File: src/rtl/load_reader.sv
// Load-side bus reader: AdEL check, word-aligned bus read, byte/half
// extraction with sign/zero extension, response held until accepted.
module load_reader #(
    parameter int TIMEOUT = 16
) (
    input  logic        clk,
    input  logic        reset,
    input  logic        flush,
    input  logic        req_valid,
    input  logic [2:0]  req_op,
    input  logic [15:0] req_addr,
    input  logic        exc_ldOv,
    output logic        req_ready,
    output logic        bus_rd_en,
    output logic [15:0] bus_addr,
    input  logic [31:0] bus_rdata,
    input  logic        bus_rvalid,
    output logic        resp_valid,
    output logic [31:0] resp_data,
    output logic        exc_AdEL,
    output logic        exc_BusTO,
    input  logic        resp_ready
);

    localparam int CW = $clog2(TIMEOUT) + 1;
    localparam logic [CW-1:0] CNT_LAST = CW'(TIMEOUT - 1);

    localparam logic [2:0] OP_LW  = 3'd1;
    localparam logic [2:0] OP_LH  = 3'd2;
    localparam logic [2:0] OP_LHU = 3'd3;
    localparam logic [2:0] OP_LB  = 3'd4;
    localparam logic [2:0] OP_LBU = 3'd5;

    typedef enum logic [1:0] {
        IDLE,
        WAIT,
        HOLD
    } state_t;

    state_t        state_q, state_d;
    logic [2:0]    op_q, op_d;
    logic [15:0]   addr_q, addr_d;
    logic [CW-1:0] cnt_q, cnt_d;
    logic [31:0]   data_q, data_d;
    logic          adel_q, adel_d;
    logic          busto_q, busto_d;

    logic          op_ok;
    logic          misalign;
    logic          in_range;
    logic          periph_sub;
    logic          adel;
    logic [15:0]   half;
    logic [7:0]    bsel;
    logic [31:0]   ext;

    // Request-side decode, only meaningful at the accept edge
    always_comb begin
        op_ok      = (req_op >= OP_LW) && (req_op <= OP_LBU);
        misalign   = ((req_op == OP_LW) && (req_addr[1:0] != 2'b00)) ||
                     (((req_op == OP_LH) || (req_op == OP_LHU)) &&
                      req_addr[0]);
        in_range   = (req_addr <= 16'h2FFF) ||
                     ((req_addr >= 16'h7F00) && (req_addr <= 16'h7F0B)) ||
                     ((req_addr >= 16'h7F10) && (req_addr <= 16'h7F1B)) ||
                     ((req_addr >= 16'h7F20) && (req_addr <= 16'h7F23));
        periph_sub = (req_op != OP_LW) && (req_addr >= 16'h7F00);
        adel       = misalign || !in_range || periph_sub || exc_ldOv;
    end

    always_comb begin
        half = addr_q[1] ? bus_rdata[31:16] : bus_rdata[15:0];
        unique case (addr_q[1:0])
            2'd0:    bsel = bus_rdata[7:0];
            2'd1:    bsel = bus_rdata[15:8];
            2'd2:    bsel = bus_rdata[23:16];
            default: bsel = bus_rdata[31:24];
        endcase
        ext = bus_rdata;
        unique case (1'b1)
            (op_q == OP_LH):  ext = {{16{half[15]}}, half};
            (op_q == OP_LHU): ext = {16'h0000, half};
            (op_q == OP_LB):  ext = {{24{bsel[7]}}, bsel};
            (op_q == OP_LBU): ext = {24'h000000, bsel};
            default:          ext = bus_rdata;
        endcase
    end

    always_comb begin
        state_d = state_q;
        op_d    = op_q;
        addr_d  = addr_q;
        cnt_d   = cnt_q;
        data_d  = data_q;
        adel_d  = adel_q;
        busto_d = busto_q;
        if (flush) begin
            state_d = IDLE;
            cnt_d   = '0;
            data_d  = '0;
            adel_d  = 1'b0;
            busto_d = 1'b0;
        end else begin
            unique case (state_q)
                IDLE: begin
                    if (req_valid && op_ok) begin
                        op_d    = req_op;
                        addr_d  = req_addr;
                        cnt_d   = '0;
                        data_d  = '0;
                        busto_d = 1'b0;
                        adel_d  = adel;
                        state_d = adel ? HOLD : WAIT;
                    end
                end
                WAIT: begin
                    // Data arriving in the last allowed cycle beats timeout
                    if (bus_rvalid) begin
                        data_d  = ext;
                        state_d = HOLD;
                    end else if (cnt_q == CNT_LAST) begin
                        busto_d = 1'b1;
                        data_d  = '0;
                        state_d = HOLD;
                    end else begin
                        cnt_d = cnt_q + 1'b1;
                    end
                end
                HOLD: begin
                    if (resp_ready) begin
                        state_d = IDLE;
                        data_d  = '0;
                        adel_d  = 1'b0;
                        busto_d = 1'b0;
                    end
                end
                default: state_d = IDLE;
            endcase
        end
    end

    always_ff @(posedge clk or posedge reset) begin
        if (reset) begin
            state_q <= IDLE;
            op_q    <= '0;
            addr_q  <= '0;
            cnt_q   <= '0;
            data_q  <= '0;
            adel_q  <= 1'b0;
            busto_q <= 1'b0;
        end else begin
            state_q <= state_d;
            op_q    <= op_d;
            addr_q  <= addr_d;
            cnt_q   <= cnt_d;
            data_q  <= data_d;
            adel_q  <= adel_d;
            busto_q <= busto_d;
        end
    end

    assign req_ready  = (state_q == IDLE);
    assign bus_rd_en  = (state_q == WAIT);
    assign resp_valid = (state_q == HOLD);
    assign bus_addr   = {addr_q[15:2], 2'b00};
    assign resp_data  = data_q;
    assign exc_AdEL   = adel_q;
    assign exc_BusTO  = busto_q;

endmodule

File: config.mk
export PLATFORM = sky130hd
export DESIGN_NAME = load_reader
export DESIGN_NICKNAME = d
export VERILOG_FILES = /design/src/rtl/load_reader.sv
export SDC_FILE = /design/constraint.sdc
export NUM_CORES = 1
export LEC_CHECK = 0
export CAP_MARGIN = 5
export CORE_MARGIN = 2
export CORE_UTILIZATION = 30
export DETAILED_ROUTE_END_ITERATION = 12
export MAX_ROUTING_LAYER = met4
export SLEW_MARGIN = 15
export SYNTH_ARGS = -nofsm -noshare
export SYNTH_HDL_FRONTEND = slang
export SYNTH_SLANG_ARGS = --single-unit
File: constraint.sdc
create_clock -name clk -period 1.73 [get_ports clk]
set_input_delay 0.173 -clock clk [delete_from_list [all_inputs] [get_ports clk]]
set_output_delay 0.173 -clock clk [all_outputs]
set_load 0.03 [all_outputs]
==> results by group, run 1 <==
Status
  – Failing checks: setup timing
  – Status: finished with violations

Floorplanning
  – Rows: 39
  – Core Region: 0.01137 mm^2
  – Die X: 111.6 um
  – Chip Height: 111.6 um
  – Effective utilization at floorplan: 30.53%
  – DIE AREA: 0.01245 mm^2
  – IO Pins: 111

Setup path
  – WP data arrival: between 2 and 2.5 ns
  – Worst path slowest cell: or3_4
  – CP Max Fanout: 16
  – RR Endpoint: resp_data[6]$_DFFE_PP0P_
  – Crit. End Element: register
  – Critical Path RT: roughly 1.9 ns
  – Crit path kind: reg2reg
  – Nature of the critical path startpoint: register
  – Crit-path cells: ha_2, and3_4, ha_4, o31ai_4, or3_4, buf_12, nand2_1, o21ai_2
  – R2r startpoint: cnt_q[0]$_DFFE_PP0P_
  – FF-to-FF path depth: 8
  – FF-to-FF setup slack: -0.10 ns
  – Worst path max stage delay: 0.43 ns

Synthesis
  – Synth unique cells: 52
  – Seq/Total Area, Yosys: 43.26%
  – Synth Instances: 350
  – Asr flop ratio synth: 100.0%
  – EDFF count, synth: 0
  – Mapped cell area: 0.003471 mm^2
  – Synthesis Warnings: 0
  – Post-synthesis register bit count: 60
  – Syn_area_per_cell: 9.917 um^2
  – Most used DFF post-synth: dfrtp_1

Power and ir drop
  – Pwr Total: between 6 and 7 mW
  – Cell Pwr Density: 1080 mW/mm^2
  – Worst vdd ir: ~0.00061 V
  – Leakage: 2.560 nW

Final layout
  – Area growth, synth to finish: 66.04%
  – N_diodes: 0
  – Fin area: 0.005763 mm^2
  – Commonest non-fill, non-tap cell in the layout: clkdlybuf4s50_1
  – Fraction of layout cells with a size suffix above 1: 32.77%
  – Layout Nets: 589
  – Final Util: about half
  – Most frequent cells in the layout: clkdlybuf4s50_1 (94), buf_4 (83), dfrtp_1 (60)

CTS
  – CTS buffer count: 9
  – Bufs on Longest Clock Path: 2
  – # clock sinks: 60
  – Worst-skew pair later-pin latency: ~0.33 ns
  – Clock transition at path regs: 0.05 ns
  – CTS tree: built
  – Root buf cell: clkbuf_16
  – Cts hold-fix bufs: 0
  – CTS H-Tree Depth: 3

STA
  – Setup violations, final: 38
  – Relative slew slack: 57.04%
  – Final period util: 105.8%
  – Min setup slack post-route: -0.1001 ns
  – Hold Violations, Final: 0
  – Worst-Margin Slew: 0.6444 ns
  – Final worst path period need: between 1.5 and 2 ns
  – RSZ-0062 raised after global routing: yes
  – Setup Skew: 0.009467 ns
  – Setup TNS: -2.808 ns
  – Max Slew Vio Count: 0
  – Max Fclk: 0.5464 GHz

Routing
  – Via total after detailed routing: around 3400
  – Final wirelength: 11500 um
  – Initial DRC count: 146
  – Router iterations before antenna repair: 4
  – Number of nets with antenna violations after routing: 0
  – Drt via density: 5.037
  – DRC: 0
  – Wire per inst: 17.07 um

Hold path
  – Hold endpoint: addr_q[10]$_DFFE_PP0P_
  – Hold path cells: 2
  – Hold crit path type: in2reg
  – Origin of the worst min-delay path: req_addr[10]

Placed design
  – HPWL after detailed placement: 8150 um
  – Port Buf Inserts: 108
  – Routability Congestion: 0.9043
  – Post-DP Area: 0.005223 mm^2

GRT
  – First-pass GRT wire length: 17650 um
  – Vias in the first global route: 3484
  – Global route total overflow: 0
  – Initial antenna violation count: 0
  – GR Util All Layers: 18.58%
  – Largest net degree at the start of global routing: just over 60

Run
  – # Max-Cap Violations: 0
[per-layer routing]
layer	vias up	track usage, %	share of wire [%]
met2	131	28.70	47
met5	-	-	0
met1	1617	23.03	44
met3	30	5.063	6.2
met4	0	7.901	3.0
li1	1617	-	-
[what timing repair did]
item	in CTS	in global routing
setup endpoints to repair	36	59
setup buffers	2	7
hold endpoints to repair	0	0
resized for setup	16	26
pin swaps	4	10
cloned	2	1
[worst max path at each step]
stage	start	to	slack [ns]	cells past startpoint
after global placement	req_addr[9]	state_q[1]$_DFFE_PP0P_	-0.41	6
after global routing	cnt_q[0]$_DFFE_PP0P_	resp_data[15]$_DFFE_PP0P_	-0.18	8
after detailed placement	req_addr[9]	state_q[1]$_DFFE_PP0P_	-0.42	6
after floorplan	state_q[0]$_DFFE_PP0P_	resp_data[0]$_DFFE_PP0P_	-0.13	9
final	cnt_q[0]$_DFFE_PP0P_	resp_data[6]$_DFFE_PP0P_	-0.10	8
after CTS	cnt_q[0]$_DFFE_PP0P_	resp_data[18]$_DFFE_PP0P_	-0.10	8
[metrics by stage]
stage,setup slack (ns),cells,hold WS [ns]
6_report,-0.1001,674,0.1482
5_1_grt,-0.1775,674,0.1672
4_1_cts,-0.1006,666,0.2450
3_5_place_dp,-0.4215,646,0.4751
3_3_place_gp,-0.4051,646,0.4732
2_1_floorplan,-0.1285,351,0.3234
[state kept, by name, summed over array words and instances, names as in the netlist]
signal     flops
addr_q        16
state_q        2
exc_AdEL       1
resp_data     32
op_q           3
exc_BusTO      1
cnt_q          5
[power by group]
part           switching, mW  internal, mW
Combinational           1.36          1.33
Clock                  0.617          1.19
Sequential             0.145          1.59
[layout make-up]
cell class	count	area, um^2
fill	1055	5607
multi-input combinational	252	1904
timing repair buffer	198	1856
sequential	60	1501
clock buffer	12	256.5
tap	143	178.9
clock inverter	4	47.55
inverter	5	18.77
[cell usage after synthesis, types with 8 or more instances]
cell / count / area (um^2)
a22o_1: 9 / 78.83
clkbuf_1: 8 / 30.03
dfrtp_1: 60 / 1501
nor2_1: 36 / 135.1
buf_4: 20 / 150.1
mux4_2: 8 / 180.2
a21oi_1: 19 / 95.09
nor3_1: 14 / 70.07
a221oi_1: 8 / 70.07
mux2_2: 26 / 292.8
nand2_1: 40 / 150.1
o21ai_0: 37 / 185.2
[worst max-delay path, delay by kind of cell, from the launching register on]
kind | cells | cell delay [ns]
AND/OR/NAND/NOR | 3 | 0.70
flip-flops | 1 | 0.36
adder cells (fa/ha/maj) | 2 | 0.34
buffers and inverters | 1 | 0.18
AO/OA/AOI/OAI | 2 | 0.13
[cell families (layout without fill, tap and decap cells)]
family	Yosys count	in the layout	share of synthesized area (%)
adder cells (fa/ha/maj)	5	5	1.802
other	1	2	0.1080
AO/OA/AOI/OAI	92	93	17.16
buffers and inverters	40	219	6.705
flip-flops	60	60	43.26
multiplexers	35	35	13.91
AND/OR/NAND/NOR	117	117	17.05
No activity file was read; power rests on OpenSTA's default activity.
==> run 2: changes to the inputs <==
Settings changed: ABC_CLOCK_PERIOD_IN_PS set to 1730.
==> results of run 2 <==
Same layout as run 1: the final DEF is identical, and so are final timing and power.
==> run 3: changes to the inputs <==
Settings changed: ABC_CLOCK_PERIOD_IN_PS 1730 to unset, CELL_PAD_IN_SITES_DETAIL_PLACEMENT set to 1, CELL_PAD_IN_SITES_GLOBAL_PLACEMENT set to 1, PLACE_DENSITY_LB_ADDON set to 0.1.
==> run 3 against run 2 <==
The run still ends with setup timing left; worst hold slack improved by 0.037 ns; maximum frequency decreased by 6.9%; cell area increased by 8.4%; critical path depth increased by 1; critical path type unchanged.
==> results by group, run 3 (synthesis gave the netlist of run 1 again) <==
Status
  – Status: finished with violations
  – Failing checks: setup timing

CTS
  – Root buf cell: clkbuf_16
  – CTS tree: built
  – CTS buffer count: 9
  – Worst-skew pair later-pin latency: 0.33 ns
  – CTS H-Tree Depth: 3
  – Bufs on Longest Clock Path: 2
  – # clock sinks: 60
  – Clock transition at path regs: 0.06 ns

Setup path
  – CP Max Fanout: 8
  – WP data arrival: about 2.2 ns
  – CP Buf/Inv Count: 2
  – Critical path's top delay family: simple AND/OR/NAND/NOR gates
  – Nature of the critical path startpoint: register
  – Crit path kind: reg2reg
  – Crit-path cells: ha_2, and3_4, ha_4, o31ai_4, or3_4, buf_12, buf_16, nand2_2, o21ai_2
  – Worst path slowest cell: or3_4
  – CP Depth: 9
  – Crit. End Element: register
  – Critical Path RT: 1.94 ns
  – FF-to-FF path depth: 9
  – Worst path max stage delay: 0.45 ns

Power and ir drop
  – Worst vdd ir: approximately 0.00052 V
  – Leakage: ~2.9 nW
  – Seq pwr share: 26.0%
  – Clk network pwr share: a little over a quarter
  – Net Sw Power: around 2.4 mW
  – Pwr Total: roughly 6.7 mW
  – Switching Fraction: 36.65%
  – Pint: around 4.2 mW
  – Combinational Power Share: 47.4%
  – Cell Pwr Density: 1067 mW/mm^2

Routing
  – Drt via density: 5.198
  – Number of nets with antenna violations after routing: 0
  – Initial DRC count: between 100 and 150
  – Router iterations before antenna repair: 4
  – Final wirelength: 13410 um
  – Wire per inst: 19.38 um
  – Via total after detailed routing: 3597
  – DRC: 0

Placed design
  – Port Buf Inserts: 108
  – Post-DP Area: 0.005248 mm^2
  – Dpl ws: -0.4601 ns
  – HPWL after detailed placement: between 8000 and 9000 um
  – Routability Congestion: around 0.86
  – Dpl cells: 651

Final layout
  – Layout Nets: 607
  – Most frequent cells in the layout: clkdlybuf4s50_1 (93), buf_4 (87), dfrtp_1 (60)
  – Fin area: around 0.0062 mm^2
  – Fraction of layout cells with a size suffix above 1: 45.72%
  – Register Area: 0.001501 mm^2
  – Fin cells: 692
  – Final Util: 54.95%
  – Area of the multi-input gates: 0.002195 mm^2
  – Filler Cell Count: 1242
  – Commonest non-fill, non-tap cell in the layout: clkdlybuf4s50_1
  – Flip-flop count of the largest register after layout: 32
  – Area growth, synth to finish: 79.99%
  – N_diodes: 0

STA
  – Max Slew Vio Count: 0
  – Hold slack: 0.1850 ns
  – Setup TNS: -5.496 ns
  – Max Fclk: 0.5084 GHz
  – Setup Skew: 0.005729 ns
  – Relative slew slack: about three fifths
  – Final worst path period need: 1.967 ns
  – Worst-Margin Slew: 0.6282 ns
  – Min setup slack post-route: -0.2368 ns
  – RSZ-0062 raised after global routing: yes
  – Final period util: 113.7%
  – Hold Violations, Final: 0
  – Setup violations, final: 36

Hold path
  – Hold crit path type: in2reg
  – Hold path cells: 2

GRT
  – Global route total overflow: 0
  – Largest net degree at the start of global routing: 61
  – First-pass GRT wire length: 20360 um
  – Vias in the first global route: ~3800
  – Initial antenna violation count: 0
  – GR Util All Layers: 21.57%

Floorplanning
  – Die X: approximately 110 um
  – Rows: 39
  – Chip Height: 111.6 um
  – Effective utilization at floorplan: 30.53%
  – Core Region: roughly 0.011 mm^2
  – DIE AREA: 0.01245 mm^2
  – IO Pins: 111

Run
  – # Max-Cap Violations: 0
==> run 3: cell types whose count changed in the layout (fill, tap and decap cells not counted), moves of 4 or more <==
cell / previous run / this run
o21ai_1: 34 / 18
nand2_4: 0 / 15
buf_6: 2 / 11
a21oi_1: 19 / 14
buf_4: 83 / 87
o21ai_2: 2 / 18
nand2_1: 40 / 7
a21oi_2: 0 / 5
nand2_2: 0 / 18
==> run 3: power groups by stage <==
stage	Clock (mW)	Combinational, mW	Sequential, mW
floorplan	0	1.81	1.70
finish	1.77	3.16	1.73
global placement	0	2.54	1.74
detailed placement	0	2.58	1.75
CTS	1.82	3.01	1.73
global route	1.87	3.37	1.76
==> run 3: final cells by class <==
cell class | instances | area share, %
clock buffer | 11 | 3.725
clock inverter | 5 | 0.8412
inverter | 5 | 0.3004
multi-input combinational | 252 | 35.13
sequential | 60 | 24.03
tap | 143 | 2.864
timing repair buffer | 216 | 33.11
==> run 3: final timing paths <==
kind / from / end / slack [ns]
max in group asynchronous: reset / state_q[1]$_DFFE_PP0P_ / 1.21
hold reg to reg: resp_data[16]$_DFFE_PP0P_ / resp_data[16]$_DFFE_PP0P_ / 0.48
setup reg to reg: cnt_q[0]$_DFFE_PP0P_ / resp_data[25]$_DFFE_PP0P_ / -0.24
min in group asynchronous: reset / cnt_q[0]$_DFFE_PP0P_ / 0.25
hold / removal: req_addr[6] / addr_q[6]$_DFFE_PP0P_ / 0.19
setup / recovery: cnt_q[0]$_DFFE_PP0P_ / resp_data[25]$_DFFE_PP0P_ / -0.24
==> run 3: repair_timing <==
| item | 4_1_cts | 5_1_grt |
|---|---|---|
| endpoints found under the hold margin | 0 | 0 |
| resized for setup | 70 | 66 |
| gates cloned | 4 | 3 |
| hold buffers | 0 | 0 |
| pin swaps | 30 | 25 |
| buffers inserted | 9 | 11 |
| endpoints found under the setup margin | 43 | 61 |
==> run 3: per-layer routing <==
metal | share of wire (%) | GRT usage [%] | vias up
met4 | 1.5 | 5.514 | 0
met1 | 40 | 25.66 | 1828
met2 | 54 | 38.05 | 99
met3 | 3.9 | 3.647 | 17
met5 | 0 | - | -
li1 | - | - | 1653
